==> config.mk <==
export PLATFORM = sky130hd
export DESIGN_NAME = ppa_pipe_adder
export DESIGN_NICKNAME = d
export VERILOG_FILES = /design/src/rtl/ppa_pkg.sv /design/src/rtl/buffer_node.sv /design/src/rtl/ppa_bk_row.sv /design/src/rtl/ppa_black.sv /design/src/rtl/ppa_grey.sv /design/src/rtl/ppa_pipe_adder.sv
export SDC_FILE = /design/constraint.sdc
export NUM_CORES = 1
export LEC_CHECK = 0
export CAP_MARGIN = 20
export CORE_ASPECT_RATIO = 0.9
export CORE_MARGIN = 2
export CORE_UTILIZATION = 47
export CTS_BUF_LIST = sky130_fd_sc_hd__clkbuf_4 sky130_fd_sc_hd__clkbuf_8 sky130_fd_sc_hd__clkbuf_16
export DETAILED_ROUTE_END_ITERATION = 10
export PLACE_DENSITY = 0.75
export REMOVE_ABC_BUFFERS = 1
export SLEW_MARGIN = 20
export SYNTH_ARGS = -nofsm -noshare
export SYNTH_HDL_FRONTEND = slang
export SYNTH_HIERARCHICAL = 1
export SYNTH_SLANG_ARGS = --single-unit
==> constraint.sdc <==
create_clock -name clk -period 1.93 [get_ports clk]
set_input_delay 0.2895 -clock clk [delete_from_list [all_inputs] [get_ports clk]]
set_output_delay 0.2895 -clock clk [all_outputs]
set_load 0.01 [all_outputs]
==> src/rtl/ppa_pkg.sv <==
// Shared types and elaboration-time helpers for the pipelined Brent-Kung
// prefix adder.
//   bk_levels(width)             : number of Brent-Kung tree rows
//   ppa_latency(width, reg_every): register stages from input to output
//   pg_t                         : generate/propagate node pair
//   row_type_e                   : upsweep (black nodes) or downsweep (grey)
package ppa_pkg;

    typedef enum logic {
        UPSWEEP,
        DOWNSWEEP
    } row_type_e;

    typedef struct packed {
        logic g;
        logic p;
    } pg_t;

    function automatic int bk_levels(input int width);
        return 2 * $clog2(width) - 1;
    endfunction

    // Input register + one register per REG_EVERY rows (none after the last
    // row) + output register.
    function automatic int ppa_latency(input int width, input int reg_every);
        return 2 + (bk_levels(width) - 1) / reg_every;
    endfunction

endpackage

==> src/rtl/buffer_node.sv <==
// Buffer node: pass-through for positions with no prefix operation in a row.
// Ports: i_pg (node in), o (node out).
module buffer_node
    import ppa_pkg::*;
(
    input  pg_t i_pg,
    output pg_t o
);

    assign o = i_pg;

endmodule

==> src/rtl/ppa_bk_row.sv <==
// One combinational row of the Brent-Kung tree.
// Rows 1..log2(WIDTH) are the upsweep: position i gets a black node when
// (i+1) is a multiple of 2^ROW, pairing with i-2^(ROW-1).
// The remaining rows are the downsweep with d = 2*log2(WIDTH)-ROW: position i
// gets a grey node when (i+1) mod 2^d == 2^(d-1) and i >= 2^d, pairing with
// i-2^(d-1). All other positions are buffers.
// Ports: pg_i (node pairs entering the row), pg_o (node pairs leaving it).
module ppa_bk_row
    import ppa_pkg::*;
#(
    parameter int WIDTH = 32,
    parameter int ROW   = 1
) (
    input  pg_t [WIDTH-1:0] pg_i,
    output pg_t [WIDTH-1:0] pg_o
);

    localparam int        LOG2W = $clog2(WIDTH);
    localparam row_type_e RTYPE = (ROW <= LOG2W) ? UPSWEEP : DOWNSWEEP;
    localparam int        SPAN  = (RTYPE == UPSWEEP) ? (1 << ROW) : (1 << (2 * LOG2W - ROW));
    localparam int        DIST  = SPAN / 2;

    for (genvar i = 0; i < WIDTH; i++) begin : g_pos
        if ((RTYPE == UPSWEEP) && (((i + 1) % SPAN) == 0)) begin : g_black
            ppa_black u_node (
                .hi (pg_i[i]),
                .lo (pg_i[i-DIST]),
                .o  (pg_o[i])
            );
        end else if ((RTYPE == DOWNSWEEP) && (((i + 1) % SPAN) == DIST) && (i >= SPAN)) begin : g_grey
            ppa_grey u_node (
                .hi   (pg_i[i]),
                .lo_g (pg_i[i-DIST].g),
                .o    (pg_o[i])
            );
        end else begin : g_buf
            buffer_node u_node (
                .i_pg (pg_i[i]),
                .o    (pg_o[i])
            );
        end
    end

endmodule

==> src/rtl/ppa_black.sv <==
// Black prefix node: combines a high span with the adjacent low span and
// produces both group generate and group propagate.
// Ports: hi (upper span), lo (lower span), o (combined span).
module ppa_black
    import ppa_pkg::*;
(
    input  pg_t hi,
    input  pg_t lo,
    output pg_t o
);

    assign o.g = hi.g | (hi.p & lo.g);
    assign o.p = hi.p & lo.p;

endmodule

==> src/rtl/ppa_grey.sv <==
// Grey prefix node: the low span already reaches bit 0, so only the group
// generate is needed. The propagate is passed through untouched.
// Ports: hi (upper span), lo_g (generate of the complete lower prefix), o.
module ppa_grey
    import ppa_pkg::*;
(
    input  pg_t  hi,
    input  logic lo_g,
    output pg_t  o
);

    assign o.g = hi.g | (hi.p & lo_g);
    assign o.p = hi.p;

endmodule

==> src/rtl/ppa_pipe_adder.sv <==
// Pipelined Brent-Kung adder/subtractor with valid/ready flow control.
// Stage 0 registers a, b^{sub} and the effective carry-in; the tree rows
// follow with a register after every REG_EVERY rows (never after the last);
// the XOR post-processing result is registered in the output stage.
// Ports:
//   clk, rst_n            clock, synchronous active-low reset
//   in_valid / in_ready   operand beat handshake (a, b, cin, sub)
//   out_valid / out_ready result beat handshake (sum, cout, ovf)
//   sub=1 computes a-b; cin is ignored then. cout=1 means no borrow.
//   ovf = carry into MSB ^ carry out of MSB.
module ppa_pipe_adder
    import ppa_pkg::*;
#(
    parameter int WIDTH     = 32,
    parameter int REG_EVERY = 2
) (
    input  logic             clk,
    input  logic             rst_n,
    input  logic             in_valid,
    output logic             in_ready,
    input  logic [WIDTH-1:0] a,
    input  logic [WIDTH-1:0] b,
    input  logic             cin,
    input  logic             sub,
    output logic             out_valid,
    input  logic             out_ready,
    output logic [WIDTH-1:0] sum,
    output logic             cout,
    output logic             ovf
);

    localparam int LEVELS = bk_levels(WIDTH);
    localparam int LAT    = ppa_latency(WIDTH, REG_EVERY);

    // ---------------- stage valids and load enables ----------------
    logic [LAT-1:0] v_q, v_d, stg_load;

    // A stage can load iff the consumer pops or some stage at or below it
    // (towards the output) is empty: the closed form of ~v[k] | adv[k].
    always_comb begin
        logic all_full;
        all_full = 1'b1;
        stg_load = '0;
        for (int k = LAT - 1; k >= 0; k--) begin
            all_full    = all_full & v_q[k];
            stg_load[k] = out_ready | ~all_full;
        end
    end

    always_comb begin
        v_d    = v_q;
        v_d[0] = stg_load[0] ? in_valid : v_q[0];
        for (int k = 1; k < LAT; k++) begin
            if (stg_load[k]) begin
                v_d[k] = v_q[k-1];
            end
        end
    end

    always_ff @(posedge clk) begin
        if (!rst_n) begin
            v_q <= '0;
        end else begin
            v_q <= v_d;
        end
    end

    assign in_ready  = stg_load[0];
    assign out_valid = v_q[LAT-1];

    // ---------------- stage 0: operand capture ----------------
    logic [WIDTH-1:0] a_q, a_d, bx_q, bx_d;
    logic             cx_q, cx_d;
    logic             take0;

    assign take0 = stg_load[0] & in_valid;

    always_comb begin
        a_d  = a_q;
        bx_d = bx_q;
        cx_d = cx_q;
        if (take0) begin
            a_d  = a;
            bx_d = b ^ {WIDTH{sub}};
            cx_d = sub | cin;
        end
    end

    always_ff @(posedge clk) begin
        if (!rst_n) begin
            a_q  <= '0;
            bx_q <= '0;
            cx_q <= 1'b0;
        end else begin
            a_q  <= a_d;
            bx_q <= bx_d;
            cx_q <= cx_d;
        end
    end

    // ---------------- prefix tree ----------------
    // Link r is what row r+1 sees: node pairs, raw propagate for the sum
    // XOR, and the carry-in needed for bit 0 of the sum.
    pg_t  [WIDTH-1:0] pg_lnk [LEVELS+1];
    logic [WIDTH-1:0] p_lnk  [LEVELS+1];
    logic [LEVELS:0]  c0_lnk;

    assign p_lnk[0]  = a_q ^ bx_q;
    assign c0_lnk[0] = cx_q;

    // Carry-in is folded into bit 0's generate so every prefix G[i:0] is
    // directly the carry out of bit i.
    for (genvar i = 0; i < WIDTH; i++) begin : g_pre
        assign pg_lnk[0][i].p = a_q[i] ^ bx_q[i];
        if (i == 0) begin : g_lsb
            assign pg_lnk[0][i].g = (a_q[i] & bx_q[i]) | ((a_q[i] ^ bx_q[i]) & cx_q);
        end else begin : g_bit
            assign pg_lnk[0][i].g = a_q[i] & bx_q[i];
        end
    end

    for (genvar r = 1; r <= LEVELS; r++) begin : g_row
        pg_t [WIDTH-1:0] pg_out;

        ppa_bk_row #(
            .WIDTH (WIDTH),
            .ROW   (r)
        ) u_row (
            .pg_i (pg_lnk[r-1]),
            .pg_o (pg_out)
        );

        if (((r % REG_EVERY) == 0) && (r < LEVELS)) begin : g_reg
            localparam int STG = r / REG_EVERY;
            pg_t  [WIDTH-1:0] rpg_q, rpg_d;
            logic [WIDTH-1:0] rp_q, rp_d;
            logic             rc_q, rc_d;
            logic             take;

            assign take = stg_load[STG] & v_q[STG-1];

            always_comb begin
                rpg_d = rpg_q;
                rp_d  = rp_q;
                rc_d  = rc_q;
                if (take) begin
                    rpg_d = pg_out;
                    rp_d  = p_lnk[r-1];
                    rc_d  = c0_lnk[r-1];
                end
            end

            always_ff @(posedge clk) begin
                if (!rst_n) begin
                    rpg_q <= '0;
                    rp_q  <= '0;
                    rc_q  <= 1'b0;
                end else begin
                    rpg_q <= rpg_d;
                    rp_q  <= rp_d;
                    rc_q  <= rc_d;
                end
            end

            assign pg_lnk[r]  = rpg_q;
            assign p_lnk[r]   = rp_q;
            assign c0_lnk[r]  = rc_q;
        end else begin : g_comb
            assign pg_lnk[r]  = pg_out;
            assign p_lnk[r]   = p_lnk[r-1];
            assign c0_lnk[r]  = c0_lnk[r-1];
        end
    end

    // ---------------- post-processing and output stage ----------------
    logic [WIDTH-1:0] carry_vec;
    logic             cout_pre, ovf_pre;

    always_comb begin
        carry_vec[0] = c0_lnk[LEVELS];
        for (int i = 1; i < WIDTH; i++) begin
            carry_vec[i] = pg_lnk[LEVELS][i-1].g;
        end
        cout_pre = pg_lnk[LEVELS][WIDTH-1].g;
        ovf_pre  = carry_vec[WIDTH-1] ^ cout_pre;
    end

    logic [WIDTH-1:0] sum_q, sum_d;
    logic             cout_q, cout_d, ovf_q, ovf_d;
    logic             take_o;

    assign take_o = stg_load[LAT-1] & v_q[LAT-2];

    always_comb begin
        sum_d  = sum_q;
        cout_d = cout_q;
        ovf_d  = ovf_q;
        if (take_o) begin
            sum_d  = p_lnk[LEVELS] ^ carry_vec;
            cout_d = cout_pre;
            ovf_d  = ovf_pre;
        end
    end

    always_ff @(posedge clk) begin
        if (!rst_n) begin
            sum_q  <= '0;
            cout_q <= 1'b0;
            ovf_q  <= 1'b0;
        end else begin
            sum_q  <= sum_d;
            cout_q <= cout_d;
            ovf_q  <= ovf_d;
        end
    end

    assign sum  = sum_q;
    assign cout = cout_q;
    assign ovf  = ovf_q;

endmodule

==> run_results.csv, run 1 <==
group,metric,value,unit
timing,hold_violations,0,
logic_synthesis,synth_cells,2582,
timing,final_max_slew_viol_count,0,
cells_and_area,stdcell_count,2839,
detailed_routing,wl_per_cell,15.2,um
worst_hold_path,whs_endpoint,"bx_q[13]",
place,place_area,0.0209,mm2
cells_and_area,multi_input_area,0.00903,mm2
logic_synthesis,syn_avg_cell_area,8.61,um2
clock_tree,clock_latency,580,ps
place,place_congestion,0.768,
place,dpl.hpwl,27800,um
global_route,grt_use_total,0.177,
clock_tree,cts_root_buf,"clkbuf_16",
critical_path,critPathBufInv,1,
clock_tree,clock_path_buffers,3,
critical_path,slowest_stage,"clkdlybuf4s50_1",
floorplanning,ios,106,
pwr,powerDensity,921,mW/mm2
critical_path,required,1640,ps
timing,post-route-period-util,0.966,
worst_hold_path,hold_depth,3,
worst_hold_path,hold_start,"rst_n",
pwr,power_leakage,8.46,nW
critical_path,crit_type,"register to primary output",
clock_tree,cts_tree,"yes",
timing,rsz0062_at_grt,"no",
detailed_routing,num_vias,14900,
cells_and_area,design_area,0.0226,mm2
global_route,grt_first_pass_wirelength,71800,um
critical_path,reg2reg_depth,4,
global_route,grt_overflow_total,0,
clock_tree,clkSlewWorstSetupHoldPaths,60,ps
clock_tree,htreeDepth,2,
global_route,grt_max_degree,135,
critical_path,path_cells,"clkdlybuf4s50_1",
timing,fin_crit,1860,ps
status,status,"finished, final reports clean",
timing,maxSlewHeadroom,0.331,
critical_path,reg2reg_from,"v_q[4]",
timing,holdWs,152,ps
cells_and_area,n_fill_cell,4221,
critical_path,max_stage_delay,580,ps
place,dp.cells,2749,
timing,skew,16.0,ps
critical_path,worstPathArrival,1570,ps
cells_and_area,ff_latch_area,0.00925,mm2
place,portBuffers,105,
logic_synthesis,syn_area,0.0222,mm2
detailed_routing,drc_errors,0,
cells_and_area,n_antenna_cell,0,
critical_path,r2r-end,"sum[14]",
detailed_routing,detail_route.vias_per_cell,5.25,
cells_and_area,layout-drive-gt1-share,0.0895,
global_route,antenna_found_initial,0,
floorplanning,initial_core_util,0.477,
timing,worstMarginPinSlew,1000,ps
cells_and_area,post-route-util,0.485,
detailed_routing,postRouteAntennaNets,0,
critical_path,worstSetupStartpointType,"register",
floorplanning,row_count,75,
timing,fmax,0.537,GHz
critical_path,critPathCaptureType,"primary output",
critical_path,crit_start,"sum[3]",
cells_and_area,syn_to_final_growth,1.63,%
detailed_routing,drt-pass1-iter-count,5,
clock_tree,cts.sinks,461,
pwr,vdd_drop_max,0.556,mV
clock_tree,cts_made_buffers,49,
critical_path,cp_top_family,"buffers and inverters",
clock_tree,cts_hold_buf,0,
critical_path,worst-r2r-setup-slack,110,ps
timing,finalSetupViolCount,0,
worst_hold_path,hold_path.class,"input pin to register",
global_route,grt_pass1_vias,14600,
critical_path,path_max_fanout,2,
cells_and_area,finish.net_count,2287,
detailed_routing,totalWireLength,43200,um
logic_synthesis,yosysWarnings,6,
floorplanning,die_h,210,um
floorplanning,core_area,0.0466,mm2
floorplanning,die_w,233,um
detailed_routing,drt-initial-drc-count,1044,
run,drv_cap,0,
floorplanning,die_area,0.0491,mm2
timing repair:
item                                    4_1_cts  5_1_grt
pin swaps                                     0        0
gates resized for setup                      10        2
endpoints found under the setup margin        1       31
buffers inserted                              1        0
worst max path at each step:
stage                                   end  depth (start not counted)  slack [ps]
floorplan                            a_q[0]                          3       -7760
global route                         sum[3]                          1          10
global placement                   in_ready                          4        -140
CTS                                  sum[1]                          1          30
finish                               sum[3]                          1          70
detailed placement  g_row[6].g_reg.rpg_q[3]                          5        -200
cells in the final DEF (no fill, tap or decap), types with 2 or more instances in the layout:
cell type / instances
nand2_1: 467
dfxtp_1: 455
mux2i_1: 251
a21oi_1: 210
nand3_1: 172
o21ai_0: 162
clkdlybuf4s50_1: 102
a21o_1: 58
clkbuf_16: 51
buf_4: 38
xnor2_1: 33
a211oi_1: 33
xor2_1: 32
ha_1: 32
and2_2: 26
buf_12: 24
clkbuf_8: 13
clkbuf_4: 12
o21ai_1: 10
clkinv_2: 4
dfxtp_4: 4
inv_1: 3
clkinvlp_4: 3
bufinv_16: 3
inv_2: 2
inv_6: 2
clkinv_4: 2
buf_2: 2
dfxtp_2: 2
area by class of cell:
class,instances,share of cell area
repair buffers,168,0.0807
clock inverters,13,0.00703
multi-input cells,1499,0.399
clock buffers,76,0.0684
well taps,616,0.0341
inverters,6,0.00122
flip-flops and latches,461,0.409
stage by stage:
step	setup TNS, ps	total power [mW]	setup WS (ps)
floorplan	-2285030	10.8	-7760
global placement	-13380	11.3	-136
detailed placement	-27240	11.3	-200
CTS	0	21.0	28.0
global route	0	21.5	12.9
finish	0	20.8	66.3
state kept, by name (all words and copies together), names as in the netlist:
signal             flops
g_row.g_reg.rp_q     128
g_row.g_reg.rpg_q    224
g_row.g_reg.rc_q       4
cx_q                   1
sum                   32
cout                   1
ovf                    1
bx_q                  32
a_q                   32
v_q                    6
layer usage:
| layer | share of wire | vias to the layer above | GRT usage |
|---|---|---|---|
| li1 | - | 7430 | - |
| met1 | 0.45 | 7135 | 0.231 |
| met2 | 0.48 | 278 | 0.299 |
| met3 | 0.043 | 64 | 0.0256 |
| met4 | 0.024 | 0 | 0.0573 |
| met5 | 0 | - | 0 |
power breakdown:
part           total, mW  internal (mW)  switching [mW]  leakage, nW
Combinational       1.28          0.572           0.713         3.87
Clock               9.73           5.91            3.82        0.848
Sequential          9.79           9.69          0.0937         3.73
Power figures use the tool's default switching activity.
==> inputs of run 2 (changes only) <==
--- a/config.mk
+++ b/config.mk
@@ -8,10 +8,9 @@
 export CAP_MARGIN = 20
 export CORE_ASPECT_RATIO = 0.9
 export CORE_MARGIN = 2
-export CORE_UTILIZATION = 47
+export CORE_UTILIZATION = 30
 export CTS_BUF_LIST = sky130_fd_sc_hd__clkbuf_4 sky130_fd_sc_hd__clkbuf_8 sky130_fd_sc_hd__clkbuf_16
 export DETAILED_ROUTE_END_ITERATION = 10
-export PLACE_DENSITY = 0.75
 export REMOVE_ABC_BUFFERS = 1
 export SLEW_MARGIN = 20
 export SYNTH_ARGS = -nofsm -noshare
==> run 2 against run 1 <==
Compared with the run above:
- worst hold slack worse by 53 ps
- final area increased by 2.2%
- clock-buffer cell count down 8
- non-clock buffer count up 17
- via count decreased by 2.0%
- sequential share of layout area decreased by 0.88 points
- routed wire length grew 7.7%
- total power shrank 2.3%
- flip-flop and latch count unchanged
- critical endpoint is now sum[25]
- largest cell class unchanged
==> run_results.csv, run 2 (synthesis results as in run 1) <==
group,metric,value,unit
detailed_routing,drt-pass1-iter-count,4,
critical_path,cp-endpoint,"sum[25]",
clock_tree,cts_hold_buf,0,
cells_and_area,ff_latch_area,0.00925,mm2
floorplanning,die_area,0.0763,mm2
pwr,powerDensity,880,mW/mm2
clock_tree,cts_root_buf,"clkbuf_16",
global_route,grt_first_pass_wirelength,75900,um
critical_path,slowest_stage,"clkdlybuf4s50_1",
cells_and_area,regMostFlops,"g_row.g_reg.rpg_q",
pwr,power,20.3,mW
cells_and_area,largest_reg_flops,224,
detailed_routing,postRouteAntennaNets,0,
critical_path,crit_cells,1,
timing,rsz0062_at_grt,"no",
timing,fmax,0.542,GHz
cells_and_area,stdcell_count,3194,
cells_and_area,multi_input_area,0.00904,mm2
timing,final_max_slew_viol_count,0,
critical_path,worst-r2r-setup-slack,90,ps
place,preCtsSetupSlack,-227,ps
clock_tree,htreeDepth,2,
global_route,grt_overflow_total,0,
critical_path,worstSetupStartpointType,"register",
floorplanning,die_w,291,um
critical_path,critPathBufInv,1,
place,dp.cells,3109,
place,place_congestion,0.727,
pwr,power_leakage,8.52,nW
detailed_routing,detail_route.vias_per_cell,4.57,
timing,hold_violations,0,
timing,post-route-period-util,0.956,
cells_and_area,finish.net_count,2301,
pwr,vdd_drop_max,0.540,mV
clock_tree,cts_tree,"yes",
timing,maxSlewHeadroom,0.321,
critical_path,critPathCaptureType,"primary output",
global_route,grt_pass1_vias,14000,
worst_hold_path,hold_start,"rst_n",
critical_path,path_cells,"clkdlybuf4s50_1",
detailed_routing,drc_errors,0,
global_route,grt_max_degree,93,
clock_tree,clkSlewWorstSetupHoldPaths,60,ps
floorplanning,core_area,0.0733,mm2
cells_and_area,n_fill_cell,7683,
place,portBuffers,105,
detailed_routing,totalWireLength,46500,um
critical_path,reg2reg_from,"v_q[4]",
floorplanning,die_h,262,um
global_route,grt_use_total,0.120,
cells_and_area,syn_to_final_growth,3.89,%
detailed_routing,num_vias,14600,
timing,setup_slack,84.0,ps
critical_path,reg2reg_depth,4,
detailed_routing,wl_per_cell,14.6,um
critical_path,path_max_fanout,2,
clock_tree,cts.sinks,461,
cells_and_area,layout_commonest_cell,"nand2_1",
critical_path,crit_start,"sum[25]",
cells_and_area,n_antenna_cell,0,
timing,skew,17.1,ps
floorplanning,row_count,94,
worst_hold_path,hold_path.class,"input pin to register",
timing,finalSetupViolCount,0,
cells_and_area,post-route-util,0.315,
status,status,"finished, final reports clean",
clock_tree,cts_made_buffers,46,
timing,fin_crit,1850,ps
detailed_routing,drt-initial-drc-count,953,
run,drv_cap,0,
critical_path,cp_top_family,"buffers and inverters",
critical_path,crit_type,"register to primary output",
global_route,antenna_found_initial,0,
critical_path,r2r-end,"sum[9]",
place,dpl.hpwl,29800,um
cells_and_area,final_cell_mix,"nand2_1 (467), dfxtp_1 (455), mux2i_1 (251), a21oi_1 (210), nand3_1 (172)",
timing,worstMarginPinSlew,1020,ps
clock_tree,clock_path_buffers,3,
critical_path,max_stage_delay,670,ps
floorplanning,ios,106,
floorplanning,initial_core_util,0.303,
clock_tree,clock_latency,560,ps
cells_and_area,largestRegisters,"g_row.g_reg.rpg_q x224, g_row.g_reg.rp_q x128",
cells_and_area,layout-drive-gt1-share,0.0940,
critical_path,worstPathArrival,1560,ps
critical_path,required,1640,ps
-- run 2: timing repair --
action	CTS	global route
buffers inserted	1	1
gates resized for setup	11	2
endpoints found under the setup margin	1	2
-- run 2: how the worst min path moves through the flow --
| stage | slack, ps | cells past startpoint | end |
|---|---|---|---|
| final | 100 | 3 | g_row[4].g_reg.rpg_q[44] |
| after global routing | 100 | 3 | g_row[4].g_reg.rpg_q[5] |
| after detailed placement | 450 | 2 | g_row[2].g_reg.rpg_q[16] |
| after floorplan | 420 | 2 | v_q[0] |
| after global placement | 440 | 2 | g_row[2].g_reg.rpg_q[11] |
| after CTS | 80 | 3 | g_row[4].g_reg.rpg_q[44] |
-- run 2: per-stage QoR --
step	area [um2]	setup TNS (ps)	hold slack (ps)
4_1_cts	23100	0	81.5
2_1_floorplan	18200	-2285030	419
6_report	23100	0	98.8
3_3_place_gp	21500	-12440	443
5_1_grt	23100	0	95.4
3_5_place_dp	21500	-12370	447
-- run 2: routing by layer --
| metal | track usage | up-vias | part of all wire |
|---|---|---|---|
| met2 | 0.190 | 212 | 0.44 |
| met4 | 0.0207 | 0 | 0.011 |
| li1 | - | 7461 | - |
| met3 | 0.0244 | 51 | 0.045 |
| met1 | 0.171 | 6883 | 0.50 |
| met5 | 0 | - | 0 |
-- run 2: final cells by class --
cell class / instances / area share
clock buffer: 68 / 0.0609
clock inverter: 15 / 0.00682
inverter: 6 / 0.00119
multi-input combinational: 1499 / 0.391
sequential: 461 / 0.400
tap: 960 / 0.0520
timing repair buffer: 185 / 0.0874
-- run 2: tightest hold or removal path, cell delays in order --
cell	delay, ps
buf_8	160
nand2_1	100
mux2i_1	50
-- run 2: power by group --
part           switching (mW)  internal [mW]
clock                    3.74           5.46
combinational           0.753          0.606
sequential             0.0876           9.69
total                    4.58           15.8
